**src/rtl/sbox_layer_ctrl_pkg.sv**
```systemverilog
// rtl/sbox_layer_ctrl_pkg.sv - shared types and constants for the masked S-box layer controller
package sbox_layer_ctrl_pkg;
   localparam int NIB_W        = 4;
   localparam int SBOX_LAT_DEF = 4;

   typedef enum logic [1:0] {
      ST_IDLE,
      ST_ISSUE,
      ST_DRAIN,
      ST_DONE
   } state_t;
endpackage

```
**src/rtl/sbox_tag_pipe.sv**
```systemverilog
// rtl/sbox_tag_pipe.sv - free-running valid/index delay line matched to the external sbox latency
module sbox_tag_pipe #(
   parameter int DEPTH = 4,
   parameter int IDX_W = 4
) (
   input  logic             clk,
   input  logic             rst_n,
   input  logic             i_vld,
   input  logic [IDX_W-1:0] i_idx,
   output logic             o_vld,
   output logic [IDX_W-1:0] o_idx
);
   logic [DEPTH-1:0] r_vld;
   logic [IDX_W-1:0] r_idx [DEPTH];

   always_ff @(posedge clk or negedge rst_n) begin
      if (!rst_n) begin
         r_vld <= '0;
         for (int i = 0; i < DEPTH; i++) r_idx[i] <= '0;
      end else begin
         r_vld[0] <= i_vld;
         r_idx[0] <= i_idx;
         for (int i = 1; i < DEPTH; i++) begin
            r_vld[i] <= r_vld[i-1];
            r_idx[i] <= r_idx[i-1];
         end
      end
   end

   assign o_vld = r_vld[DEPTH-1];
   assign o_idx = r_idx[DEPTH-1];
endmodule

```
**src/rtl/sbox_layer_ctrl.sv**
```systemverilog
// rtl/sbox_layer_ctrl.sv - streams 2-share nibbles through an external masked sbox and reassembles the result
module sbox_layer_ctrl
   import sbox_layer_ctrl_pkg::*;
#(
   parameter int SBOX_LAT = SBOX_LAT_DEF,
   parameter int NIB      = 16
) (
   input  logic                  clk,
   input  logic                  rst_n,
   input  logic                  start,
   input  logic [4*NIB-1:0]      state_0,
   input  logic [4*NIB-1:0]      state_1,
   output logic                  busy,
   output logic                  done,
   output logic [4*NIB-1:0]      out_0,
   output logic [4*NIB-1:0]      out_1,
   input  logic                  rnd_valid,
   output logic                  rnd_ready,
   input  logic [1:0]            rnd,
   output logic [NIB_W-1:0]      sb_x_0,
   output logic [NIB_W-1:0]      sb_x_1,
   output logic                  sb_r1,
   output logic                  sb_r2,
   input  logic [NIB_W-1:0]      sb_y_0,
   input  logic [NIB_W-1:0]      sb_y_1
);
   localparam int IDX_W = (NIB > 1) ? $clog2(NIB) : 1;
   localparam int CNT_W = $clog2(NIB + 1);

   state_t             r_state;
   logic [4*NIB-1:0]   r_s0, r_s1, r_out0, r_out1;
   logic [IDX_W-1:0]   r_issue_idx;
   logic [CNT_W-1:0]   r_ret_cnt;
   logic               r_done;
   logic               w_issue;
   logic               w_ret_vld;
   logic [IDX_W-1:0]   w_ret_idx;

   // Handshake is combinational so a nibble enters the sbox in the same cycle randomness is taken.
   assign w_issue   = (r_state == ST_ISSUE) && rnd_valid;
   assign rnd_ready = w_issue;
   assign sb_x_0    = w_issue ? r_s0[r_issue_idx*NIB_W +: NIB_W] : '0;
   assign sb_x_1    = w_issue ? r_s1[r_issue_idx*NIB_W +: NIB_W] : '0;
   assign sb_r1     = w_issue & rnd[0];
   assign sb_r2     = w_issue & rnd[1];

   sbox_tag_pipe #(
      .DEPTH (SBOX_LAT),
      .IDX_W (IDX_W)
   ) u_tag_pipe (
      .clk   (clk),
      .rst_n (rst_n),
      .i_vld (w_issue),
      .i_idx (r_issue_idx),
      .o_vld (w_ret_vld),
      .o_idx (w_ret_idx)
   );

   always_ff @(posedge clk or negedge rst_n) begin
      if (!rst_n) begin
         r_state     <= ST_IDLE;
         r_s0        <= '0;
         r_s1        <= '0;
         r_out0      <= '0;
         r_out1      <= '0;
         r_issue_idx <= '0;
         r_ret_cnt   <= '0;
         r_done      <= 1'b0;
      end else begin
         r_done <= 1'b0;
         if (w_ret_vld) begin
            r_out0[w_ret_idx*NIB_W +: NIB_W] <= sb_y_0;
            r_out1[w_ret_idx*NIB_W +: NIB_W] <= sb_y_1;
            r_ret_cnt <= r_ret_cnt + 1'b1;
         end
         case (r_state)
            ST_IDLE: begin
               if (start) begin
                  r_s0        <= state_0;
                  r_s1        <= state_1;
                  r_issue_idx <= '0;
                  r_ret_cnt   <= '0;
                  r_state     <= ST_ISSUE;
               end
            end
            ST_ISSUE: begin
               if (rnd_valid) begin
                  r_issue_idx <= r_issue_idx + 1'b1;
                  if (r_issue_idx == IDX_W'(NIB - 1)) r_state <= ST_DRAIN;
               end
            end
            ST_DRAIN: begin
               // Decide on the final return itself so done coincides with the last nibble landing.
               if (w_ret_vld && (r_ret_cnt == CNT_W'(NIB - 1))) begin
                  r_state <= ST_DONE;
                  r_done  <= 1'b1;
               end
            end
            ST_DONE: r_state <= ST_IDLE;
            default: r_state <= ST_IDLE;
         endcase
      end
   end

   assign busy  = (r_state != ST_IDLE);
   assign done  = r_done;
   assign out_0 = r_out0;
   assign out_1 = r_out1;
endmodule

```
**config.mk**
```make
export PLATFORM = sky130hd
export DESIGN_NAME = sbox_layer_ctrl
export DESIGN_NICKNAME = d
export VERILOG_FILES = /design/src/rtl/sbox_layer_ctrl_pkg.sv /design/src/rtl/sbox_tag_pipe.sv /design/src/rtl/sbox_layer_ctrl.sv
export SDC_FILE = /design/constraint.sdc
export NUM_CORES = 1
export LEC_CHECK = 0
export ABC_AREA = 1
export CAP_MARGIN = 20
export CORE_MARGIN = 2
export CORE_UTILIZATION = 30
export CTS_CLUSTER_DIAMETER = 150
export DETAILED_ROUTE_END_ITERATION = 8
export SLEW_MARGIN = 30
export SYNTH_ARGS = -nofsm -noshare
export SYNTH_HDL_FRONTEND = slang
export SYNTH_HIERARCHICAL = 1
export SYNTH_SLANG_ARGS = --single-unit
```
**constraint.sdc**
```tcl
create_clock -name clk -period 2.8 [get_ports clk]
set_input_delay 0.42 -clock clk [delete_from_list [all_inputs] [get_ports clk]]
set_output_delay 0.42 -clock clk [all_outputs]
set_load 0.03 [all_outputs]
```
Yosys cells after proc, flatten, opt, wreduce, memory -nomap -nowiden:

Cells that the tools add are included.

* word-level logic and storage cells: 57
* flip-flop bits (word level): 288
* bits of input ports: 142

* shifts and indexed selects: 5
* bitwise operators: 2
* multiplexer cells: 17
* equality and inequality tests: 9
* add/subtract/negate cells: 3
* reduce and logical (&&, ||, !) cells: 8

Operators with widths (number)
* $bwmux W64: 2
* $shiftx A4 B34 Y64: 2
* $shiftx A64 B7 Y4: 2
* $shift A4 B34 Y64 const A: 1
* $neg A6 Y34: 1
* $mux W4: 4
* $mux W5: 3
* $mux W2: 4
* $pmux W2 S4: 1
* $pmux W4 S2: 1
* $ne A2 B2 Y1 const B: 3
* $add A5 B1 Y5 const B: 1
* $eq A5 B4 Y1 const B: 1
* $add A4 B1 Y4 const B: 1
* $eq A2 B2 Y1 const B: 2
* $eq A4 B4 Y1 const B: 1
* $reduce_and A4 Y1: 1
* $reduce_bool A2 Y1: 2
* $reduce_and A3 Y1: 1
* $and A1 B1 Y1: 2
* $eq A2 B1 Y1 const B: 1
* $logic_and A1 B1 Y1: 2
* $logic_not A2 Y1: 1
* $mux W1: 2
* other kinds (2): 2

Depth between registers and ports, before layout:

Gate-level depths: netlist of the first run.

* word-level depth: 4
* depth in mapped cells: 13
* gate-level depth less buffers: 10

Cells and area by module:

The synthesis of the first run kept the hierarchy.

Modules (own cells, without submodules)
* sbox_layer_ctrl: area each 12221.7 um^2, instances 1, cells each 1541, sequential area each 6706.4 um^2
* sbox_tag_pipe: area each 530.5 um^2, instances 1, cells each 24, sequential area each 500.5 um^2

Worst setup path after synthesis of the first run:

Ideal clock, no wire load.

* kind: reg2reg
* start point: reg u_tag_pipe.r_idx, in the netlist u_tag_pipe/o_idx[0]
* end point: reg r_out0[46], in the netlist out_0[46]
* buffers on the path: 4
* data required time: 2.679 ns
* path slack: 0.668 ns
* setup time: 0.121 ns
* cell stages (with the launch flop): 13
* arrival time: 2.010 ns
* period minus slack after synthesis: 2.132 ns
* cells stage by stage: dfrtp_1 -> buf_4 -> clkbuf_1 -> nor3_1 -> ha_1 -> inv_2 -> nand3_1 -> inv_1 -> buf_4 -> nand3_2 -> buf_2 -> nand2_1 -> o21ai_1

* word-level cells in the longest chain between the ends: 3

RTL lines
* start: declaration: line sbox_tag_pipe.sv:14 `logic [IDX_W-1:0] r_idx [DEPTH];`
* start signal: indexed assignment: line sbox_tag_pipe.sv:25 `r_idx[i] <= r_idx[i-1];`
* $neg A6 Y34 (*): line sbox_layer_ctrl.sv:72 `r_out0[w_ret_idx*NIB_W +: NIB_W] <= sb_y_0;`
* $shiftx A4 B34 Y64 / $shift A4 B34 Y64 (equally long branches): line sbox_layer_ctrl.sv:72
* $bwmux W64 (*): line sbox_layer_ctrl.sv:72
* end signal: indexed assignment: line sbox_layer_ctrl.sv:72
* end: declaration: line sbox_layer_ctrl.sv:31 `logic [4*NIB-1:0] r_s0, r_s1, r_out0, r_out1;`

Every way passes the cells marked *; elsewhere a longest branch is shown, timed or not.
A chain may end at the register's enable or synchronous reset.

Worst setup path in the final report of the first run:

* start point: reg r_issue_idx[0]
* end point: out sb_x_0[3]

* word-level cells in the longest chain between the ends: 2

RTL lines
* start: declaration: line sbox_layer_ctrl.sv:32 `logic [IDX_W-1:0] r_issue_idx;`
* start signal: assignment: line sbox_layer_ctrl.sv:88 `r_issue_idx <= r_issue_idx + 1'b1;`
* $shiftx A64 B7 Y4: line sbox_layer_ctrl.sv:42 `assign sb_x_0 = w_issue ? r_s0[r_issue_idx*NIB_W +: NIB_W] : '0;`
* $mux W4: line sbox_layer_ctrl.sv:42
* end: declaration: line sbox_layer_ctrl.sv:20 `output logic [NIB_W-1:0] sb_x_0,`

No other way between the ends.

==> reports/summary.txt, run 1 <==
Status: finished, final reports clean
Post-Synth Adder-Cell Area: 0.883%
Mapped Nets: 1716
Die area: 0.0442 sq mm
Hold Path Class: reg -> reg
Critical path arrival: 2250 ps
PD cells: 1060 mW/mm^2
Period utilization: 95.2%
Post-Synthesis Cells: 1565
Overall Power: 18600 uW
Required time of the critical path: 2380 ps
Setup TNS: 0 ps
Synth unique cells: 31
DRT antenna net count: 0
Root Buffer: clkbuf_16
Met3 WL: 2400 microns
Layout cell share with drive strength beyond 1: 7.32%
Synth Register Bits: 288
Max transition margin: 61.0%
Initial Util: 30.4%
Avg WL per Cell: 16.9 microns
Worst path max stage delay: 490 ps
Max Freq: 375 MHz
Core Util, Final: 41.8%
Post-synthesis mux area share: 0%
CTS buffer count: 34
Worst setup SP type: flop
Largest net degree at the start of global routing: 71
Clock latency on the worst-skew pair: 530 ps
Layout Nets: 1985
Detailed Route Iter0 Violations: 660
Synthesized area per cell: 8.15 sq um
Tightest Pin Transition: 585 ps
GR Util All Layers: 18.4%
Max-cap viol count: 0
Metal1 wirelength: 17800 microns
Layout Skew: 22.2 ps
Global route total overflow: 0
Crit-path slowest cell: dfrtp_4
TritonRoute pass-1 iters: 5
Vias in the first global route: 11333
Initial antenna violation count: 1
Syn-to-layout area delta: 37.4%
Max Transition Viols Final: 0
Setup CP Type: reg -> out
Worst vdd ir: 0.000361 V
Chip Height: 210 microns
Core Rows: 75
Post-Synth Simple-Gate Area: 26.8%
Compound-Gate Fraction of Synth Area: 8.25%
Die width: 210 microns
DPL Wire Length: 29600 microns
Total number of vias: 11302
RSZ-0062 raised after global routing: no
Number of diodes: 0
Top sig layer: met5
Leak: 0.00816 uW
Largest family of logic cells by synthesized area: simple AND/OR/NAND/NOR gates
Final wirelength: 40600 microns
CTS sink cnt: 288
CTS tree: yes
Metal2 WL: 19200 microns
Worst Path Max Fanout: 24
Endpoints failing setup: 0
Critical Path, Cell by Cell: clkinvlp_4 -> buf_12 -> nand2_1 -> nand3_1 -> nand3_1 -> nand3_1 -> a21oi_1 -> buf_4
H-tree depth: 2
Ports: 283
Synth Cell Area: 0.0128 sq mm
Vias per Instance: 4.71
Yosys synthesis warning count: 6
Max Root-Sink Buffers: 3
Top Family by Delay on Critical Path: buffers and inverters
Clock slew at reported path FFs: 60 ps
CORE AREA: 0.0419 sq mm
WP buf/inv: 3
Most used cell, CP: nand3_1
# port buffers: 282
Crit. End Element: output pin
XOR/XNOR Fraction of Synth Area: 0%
Final Hold Fails: 0
Sequential area share after synthesis: 56.5%
Tmin final: 2670 ps
First-pass GRT wire length: 63300 microns
DR DRC count: 0
GPL Wtd Cong: 0.886
[area by class of cell]
cell class	count	area, sq um
tap	539	674
timing repair buffer	321	3270
inverter	143	554
clock buffer	52	1040
sequential	288	7210
clock inverter	9	170
multi-input combinational	1046	4600
fill	4171	24400
[registers in the layout, indices dropped and copies added (netlist names)]
signal and flops:
r_state 2, r_issue_idx 4, out_0 64, u_tag_pipe/o_idx 4, r_s0 64, done 1, u_tag_pipe/r_idx 12, out_1 64
r_ret_cnt 5, u_tag_pipe/r_vld 4, r_s1 64
[cells in the mapped netlist, drive strengths merged]
cell type / n / area [sq um]
a211oi: 1 / 7.51
o21ai: 191 / 956
nor4: 1 / 6.26
nor3: 9 / 66.3
clkinv: 2 / 7.51
nor2: 106 / 430
nand3: 141 / 743
clkbuf: 47 / 176
o211ai: 1 / 7.51
nand4: 7 / 43.8
inv: 141 / 534
a31oi: 1 / 6.26
nand2: 562 / 2110
ha: 9 / 113
or2: 2 / 12.5
a21oi: 15 / 75.1
dfrtp: 288 / 7210
buf: 41 / 245
[placed cells by master (no fill, tap or decap), drive strengths merged, types with 2 or more instances in the layout]
cell type / netlist / routed
nor2: 106 / 106
clkbuf: 47 / 52
inv: 141 / 140
o21ai: 191 / 191
nand2: 562 / 562
nor3: 9 / 9
ha: 9 / 9
a21oi: 15 / 15
bufinv: 0 / 4
dlygate4sd2: 0 / 2
clkdlybuf4s50: 0 / 270
or2: 2 / 2
dfrtp: 288 / 288
clkinvlp: 0 / 3
nand4: 7 / 7
buf: 41 / 47
clkinv: 2 / 5
nand3: 141 / 141
[stage by stage]
stage                     hold slack [ps]  cells  worst slack (ps)  cell area [sq um]
after floorplan                       124   1565               668              12800
after global placement                333   2330               228              16200
after detailed placement              335   2330               221              16200
after CTS                             332   2393              14.3              17500
after global routing                  353   2398              20.0              17500
final                                 337   2398               134              17500
[routing by layer]
metal	global-route usage, %	up-vias
met4	5.97	2
li1	-	5478
met3	3.49	58
met5	0	-
met2	30.6	399
met1	24.2	5365
[path summary, 6_finish.rpt]
path                                     startpoint             endpoint  slack, ps  cells after the start
worst min-delay path            u_tag_pipe/r_vld[0]  u_tag_pipe/r_vld[1]        340                      0
min in group asynchronous                     rst_n            out_1[19]        420                      2
max in group asynchronous                     rst_n            out_1[14]       1460                      3
worst max register to register  u_tag_pipe/o_idx[0]            out_1[45]        280                      9
worst min register to register  u_tag_pipe/r_vld[0]  u_tag_pipe/r_vld[1]        340                      0
worst max-delay path                 r_issue_idx[0]            sb_x_0[3]        130                      8
[power by group]
group / internal [uW] / switching (uW)
clock network: 2940 / 1770
logic: 2710 / 4750
registers: 5670 / 796
[repair_timing]
| item | in CTS | in global routing |
|---|---|---|
| cloned | 1 | 0 |
| buffers inserted | 0 | 5 |
| pin swaps | 0 | 0 |
| gates resized for setup | 4 | 5 |
| hold endpoints to repair | 63 | 0 |
| setup endpoints to repair | 7 | 8 |
| hold buffers | 1 | 0 |
[cells by family after synthesis]
group	after synthesis
adders and majority gates	9
buffers and inverters	231
and+or+nand+nor	828
DFF	288
AOI/OAI and AO/OA	209
No activity file was read; power rests on OpenSTA's default activity.
==> run 2: changes to the inputs <==
CTS_CLUSTER_DIAMETER = 50   (was 150)
SLEW_MARGIN = not set   (was 30)
==> run 2 against run 1 <==
  * Combinational power about the same
  * Final area up 0.82%
  * Hold slack improved by 3.6 ps
  * Register-to-register slack improved by 30 ps
  * Total power is 2.2% higher
  * Sequential power is essentially flat
  * Clock skew fell by 7.4 ps
  * Maximum frequency fell by 0.10%
  * Clock power increased by 8.7%
  * Highest routed layer unchanged
==> reports/summary.txt, run 2 (synthesized netlist as in run 1, its figures left out) <==
CTS buffer count: 40
Max Transition Viols Final: 0
Max Root-Sink Buffers: 3
Critical path arrival: 2250 ps
Most used cell, CP: nand3_1
Top Family by Delay on Critical Path: buffers and inverters
Metal1 wirelength: 17700 microns
CTS sink cnt: 288
Top sig layer: met5
Overall Power: 19100 uW
GR Util All Layers: 18.2%
DR DRC count: 0
Setup TNS: 0 ps
Clock latency on the worst-skew pair: 530 ps
Reg2Reg Depth: 9
Leak: 0.00822 uW
Max-cap viol count: 0
Total number of vias: 11283
Die width: 210 microns
Vias in the first global route: 11361
Clock slew at reported path FFs: 60 ps
Critical R2R Launch: u_tag_pipe/o_idx[0]
Most frequent cells in the layout: nand2_1 (560), dfrtp_1 (286), clkdlybuf4s50_1 (270)
# port buffers: 282
DRT antenna net count: 0
TritonRoute pass-1 iters: 5
Detailed Route Iter0 Violations: 652
Syn-to-layout area delta: 38.5%
Crit. End Element: output pin
Initial Util: 30.4%
Hold path cells: 0
Tightest Pin Transition: 580 ps
Core Rows: 75
Required time of the critical path: 2380 ps
Met3 WL: 2300 microns
DPL Wire Length: 29600 microns
Number of diodes: 0
Root Buffer: clkbuf_16
PD cells: 1080 mW/mm^2
Max Freq: 375 MHz
WP buf/inv: 3
Final Hold Fails: 0
GPL Wtd Cong: 0.886
CORE AREA: 0.0419 sq mm
Vias per Instance: 4.68
Largest net degree at the start of global routing: 71
R2R Setup Slk: 310 ps
Max transition margin: 61.4%
Placed Area: 0.0162 sq mm
Tmin final: 2670 ps
Endpoints failing setup: 0
WHS Endpoint: u_tag_pipe/r_idx[5]
Layout Skew: 14.8 ps
First-pass GRT wire length: 63100 microns
Worst path max stage delay: 380 ps
Setup CP Type: reg -> out
Hold path startpoint: u_tag_pipe/r_idx[9]
Global route total overflow: 0
Core Util, Final: 42.1%
Initial antenna violation count: 1
Worst Path Max Fanout: 20
Reg2reg end: out_1[45]
Critical Path, Cell by Cell: clkinv_1 -> buf_12 -> nor2_1 -> nand2_1 -> nand3_1 -> nand3_1 -> a21oi_1 -> buf_4
Status: finished, final reports clean
Final wirelength: 40500 microns
Finished Cell Area: 0.0177 sq mm
Die area: 0.0442 sq mm
H-tree depth: 2
Worst vdd ir: 0.000437 V
Worst setup SP type: flop
Crit-path slowest cell: dfrtp_2
CTS tree: yes
Hold Path Class: reg -> reg
Metal2 WL: 19200 microns
Layout cell share with drive strength beyond 1: 7.86%
Ports: 283
Chip Height: 210 microns
Layout Nets: 1992
Avg WL per Cell: 16.8 microns
Commonest non-fill, non-tap cell in the layout: nand2_1
RSZ-0062 raised after global routing: no
Period utilization: 95.3%
CP Depth: 8
## run 2: changes by cell type in the layout (fill, tap and decap cells not counted), sizes merged
| cell | before | now |
|---|---|---|
| buf | 47 | 48 |
| bufbuf | 1 | 0 |
| clkbuf | 52 | 53 |
| clkinv | 5 | 6 |
| clkinvlp | 3 | 7 |
| inv | 140 | 145 |
## run 2: layer usage
metal  vias to the layer above  GRT usage, %
met1                      5344          23.9
met3                        69          3.04
met2                       376          30.5
met4                         2          6.19
li1                       5492             -
met5                         -             0
## run 2: worst max-delay path by stage
stage,endpoint,start,slack (ps)
3_5_place_dp,sb_r1,rnd_valid,220
6_report,sb_x_1[1],r_issue_idx[1],130
3_3_place_gp,sb_r1,rnd_valid,230
5_1_grt,sb_x_1[1],r_issue_idx[1],30
2_1_floorplan,out_0[46],u_tag_pipe/o_idx[0],670
4_1_cts,sb_x_1[1],r_issue_idx[0],1
## run 2: metrics by stage
stage,instances,setup WS [ps],hold slack (ps)
2_1_floorplan,1565,668,124
3_3_place_gp,2330,228,333
3_5_place_dp,2330,221,335
4_1_cts,2402,1.01,347
5_1_grt,2409,26.0,347
6_report,2409,131,341
## run 2: repair_timing
item | in CTS | in global routing
endpoints found under the hold margin | 63 | 0
gates cloned | 0 | 1
buffers inserted | 0 | 6
endpoints found under the setup margin | 4 | 7
pin swaps | 0 | 0
hold buffers | 1 | 0
resized for setup | 5 | 4
## run 2: final cells by class
cell class / instances / area, sq um
Clock buffer: 52 / 1120
Timing Repair Buffer: 322 / 3270
Clock inverter: 19 / 231
Sequential cell: 288 / 7210
Inverter: 143 / 554
Tap cell: 539 / 674
Multi-Input combinational cell: 1046 / 4600
Fill cell: 4161 / 24300
## run 2: power by group
part | leakage (uW) | internal [uW] | switching [uW]
clock network | 0.000651 | 3210 | 1910
registers | 0.00314 | 5670 | 800
logic | 0.00443 | 2700 | 4760
total | 0.00822 | 11600 | 7470
==> run 3: changes to the inputs <==
CAP_MARGIN = not set   (was 20)
RECOVER_POWER = 50   (was not set)
==> run 3 against run 2 <==
  * The run now ends with capacitance limit, slew limit left
  * Sequential share of layout area increased by 0.13 points
  * Final area decreased by 0.33%
  * Routed wire length about the same
  * Largest cell class unchanged
==> reports/summary.txt, run 3 (synthesized netlist as in run 1, its figures left out) <==
Critical Path, Cell by Cell: buf_12 -> buf_12 -> nor2_1 -> nor2_1 -> nand2_1 -> nand3_1 -> nand3_1 -> a21oi_1 -> buf_4
Final worst slack: 131 ps
GPL Wtd Cong: 0.886
CORE AREA: 0.0419 sq mm
Clock slew at reported path FFs: 60 ps
Setup TNS: 0 ps
Ports: 283
Max transition margin: -22.7%
RSZ-0062 raised after global routing: no
Hold path startpoint: u_tag_pipe/r_idx[9]
Multi-input gate area: 0.00460 sq mm
TritonRoute pass-1 iters: 5
CTS tree: yes
CTS sink cnt: 288
Final wirelength: 40500 microns
Met2 Track Usage GR: 30.5%
Initial antenna violation count: 1
Die area: 0.0442 sq mm
Initial Util: 30.4%
PD cells: 1080 mW/mm^2
Reg2Reg Depth: 9
Layout Nets: 1992
Syn-to-layout area delta: 38.1%
Root Buffer: clkbuf_16
Gr busiest metal: met2
Hold Slack: 341 ps
Pre-CTS WS: 221 ps
Final Hold Fails: 0
Max-cap viol count: 1
Core Rows: 75
Max Transition Viols Final: 71
DRT antenna net count: 0
Hold Path Class: reg -> reg
CTS buffer count: 40
DR DRC count: 0
Critical R2R Launch: u_tag_pipe/o_idx[0]
H-tree depth: 2
GR Util All Layers: 18.2%
Tightest Pin Transition: 1840 ps
Reg2reg end: out_1[45]
Worst path max stage delay: 500 ps
Worst setup SP type: flop
Layout Skew: 15.5 ps
Endpoints failing setup: 0
GR Util met1: 23.9%
Layout filler cell count: 4171
Vias in the first global route: 11361
Vias per Instance: 4.68
Total number of vias: 11285
Number of diodes: 0
R2R Setup Slk: 310 ps
Die width: 210 microns
First-pass GRT wire length: 63100 microns
Hold path cells: 0
Tmin final: 2670 ps
Max Root-Sink Buffers: 3
DPL Wire Length: 29600 microns
Crit-path slowest cell: dfrtp_4
Met3 GRT Util: 3.04%
Commonest non-fill, non-tap cell in the layout: nand2_1
Avg WL per Cell: 16.8 microns
WHS Endpoint: u_tag_pipe/r_idx[5]
Global route total overflow: 0
Crit. End Element: output pin
Top Family by Delay on Critical Path: buffers and inverters
Chip Height: 210 microns
Most frequent cells in the layout: nand2_1 (560), dfrtp_1 (286), clkdlybuf4s50_1 (270)
Max Freq: 375 MHz
Status: finished, violations left
# port buffers: 282
Clock latency on the worst-skew pair: 530 ps
Leak: 0.00820 uW
Required time of the critical path: 2380 ps
Setup CP Type: reg -> out
Worst Path Max Fanout: 30
Failing checks: capacitance limit, slew limit
Worst vdd ir: 0.000439 V
Register area: 0.00721 sq mm
Largest net degree at the start of global routing: 71
Layout cell share with drive strength beyond 1: 7.75%
Period utilization: 95.3%
Critical path arrival: 2250 ps
WP buf/inv: 3
Detailed Route Iter0 Violations: 620
Overall Power: 19000 uW
run 3: cell count changes in the layout (fill, tap and decap cells not counted), sizes merged:
cell / change
buf: -10
clkbuf: +10
run 3: layer usage:
metal / vias to the layer above / part of all wire [%]
li1: 5499 / -
met1: 5320 / 44
met5: - / 0.032
met2: 398 / 48
met4: 2 / 2.9
met3: 66 / 5.7
run 3: what timing repair did:
action	4_1_cts	5_1_grt
resized for setup	5	4
endpoints found under the setup margin	4	7
gates cloned	0	1
hold buffers	1	0
endpoints found under the hold margin	63	0
setup buffers	0	6
run 3: per-stage QoR:
| step | area [sq um] | util (%) | cells |
|---|---|---|---|
| detailed placement | 16200 | 38.6 | 2330 |
| global placement | 16200 | 38.6 | 2330 |
| global route | 17600 | 42.0 | 2409 |
| finish | 17600 | 42.0 | 2409 |
| CTS | 17600 | 41.9 | 2402 |
| floorplan | 12800 | - | 1565 |
run 3: where the power goes:
part | leakage [uW] | internal [uW] | switching, uW | total, uW
logic | 0.00441 | 2680 | 4760 | 7440
clock network | 0.000651 | 3210 | 1910 | 5120
registers | 0.00314 | 5670 | 795 | 6470
total | 0.00820 | 11600 | 7470 | 19000
run 3: how the worst max path moves through the flow:
stage,start,end,slack (ps),cells after the start
floorplan,u_tag_pipe/o_idx[0],out_0[46],670,12
global placement,rnd_valid,sb_r1,230,4
detailed placement,rnd_valid,sb_r1,220,4
CTS,r_issue_idx[0],sb_x_1[1],1,9
global route,rst_n,out_0[23],20,3
finish,r_issue_idx[0],sb_x_0[0],130,9
run 3: layout make-up:
type	count	area share, %
repair buffers	322	18.2
inverters	143	3.15
multi-input cells	1046	26.2
flip-flops and latches	288	41.0
well taps	539	3.83
clock buffers	52	6.35
clock inverters	19	1.31
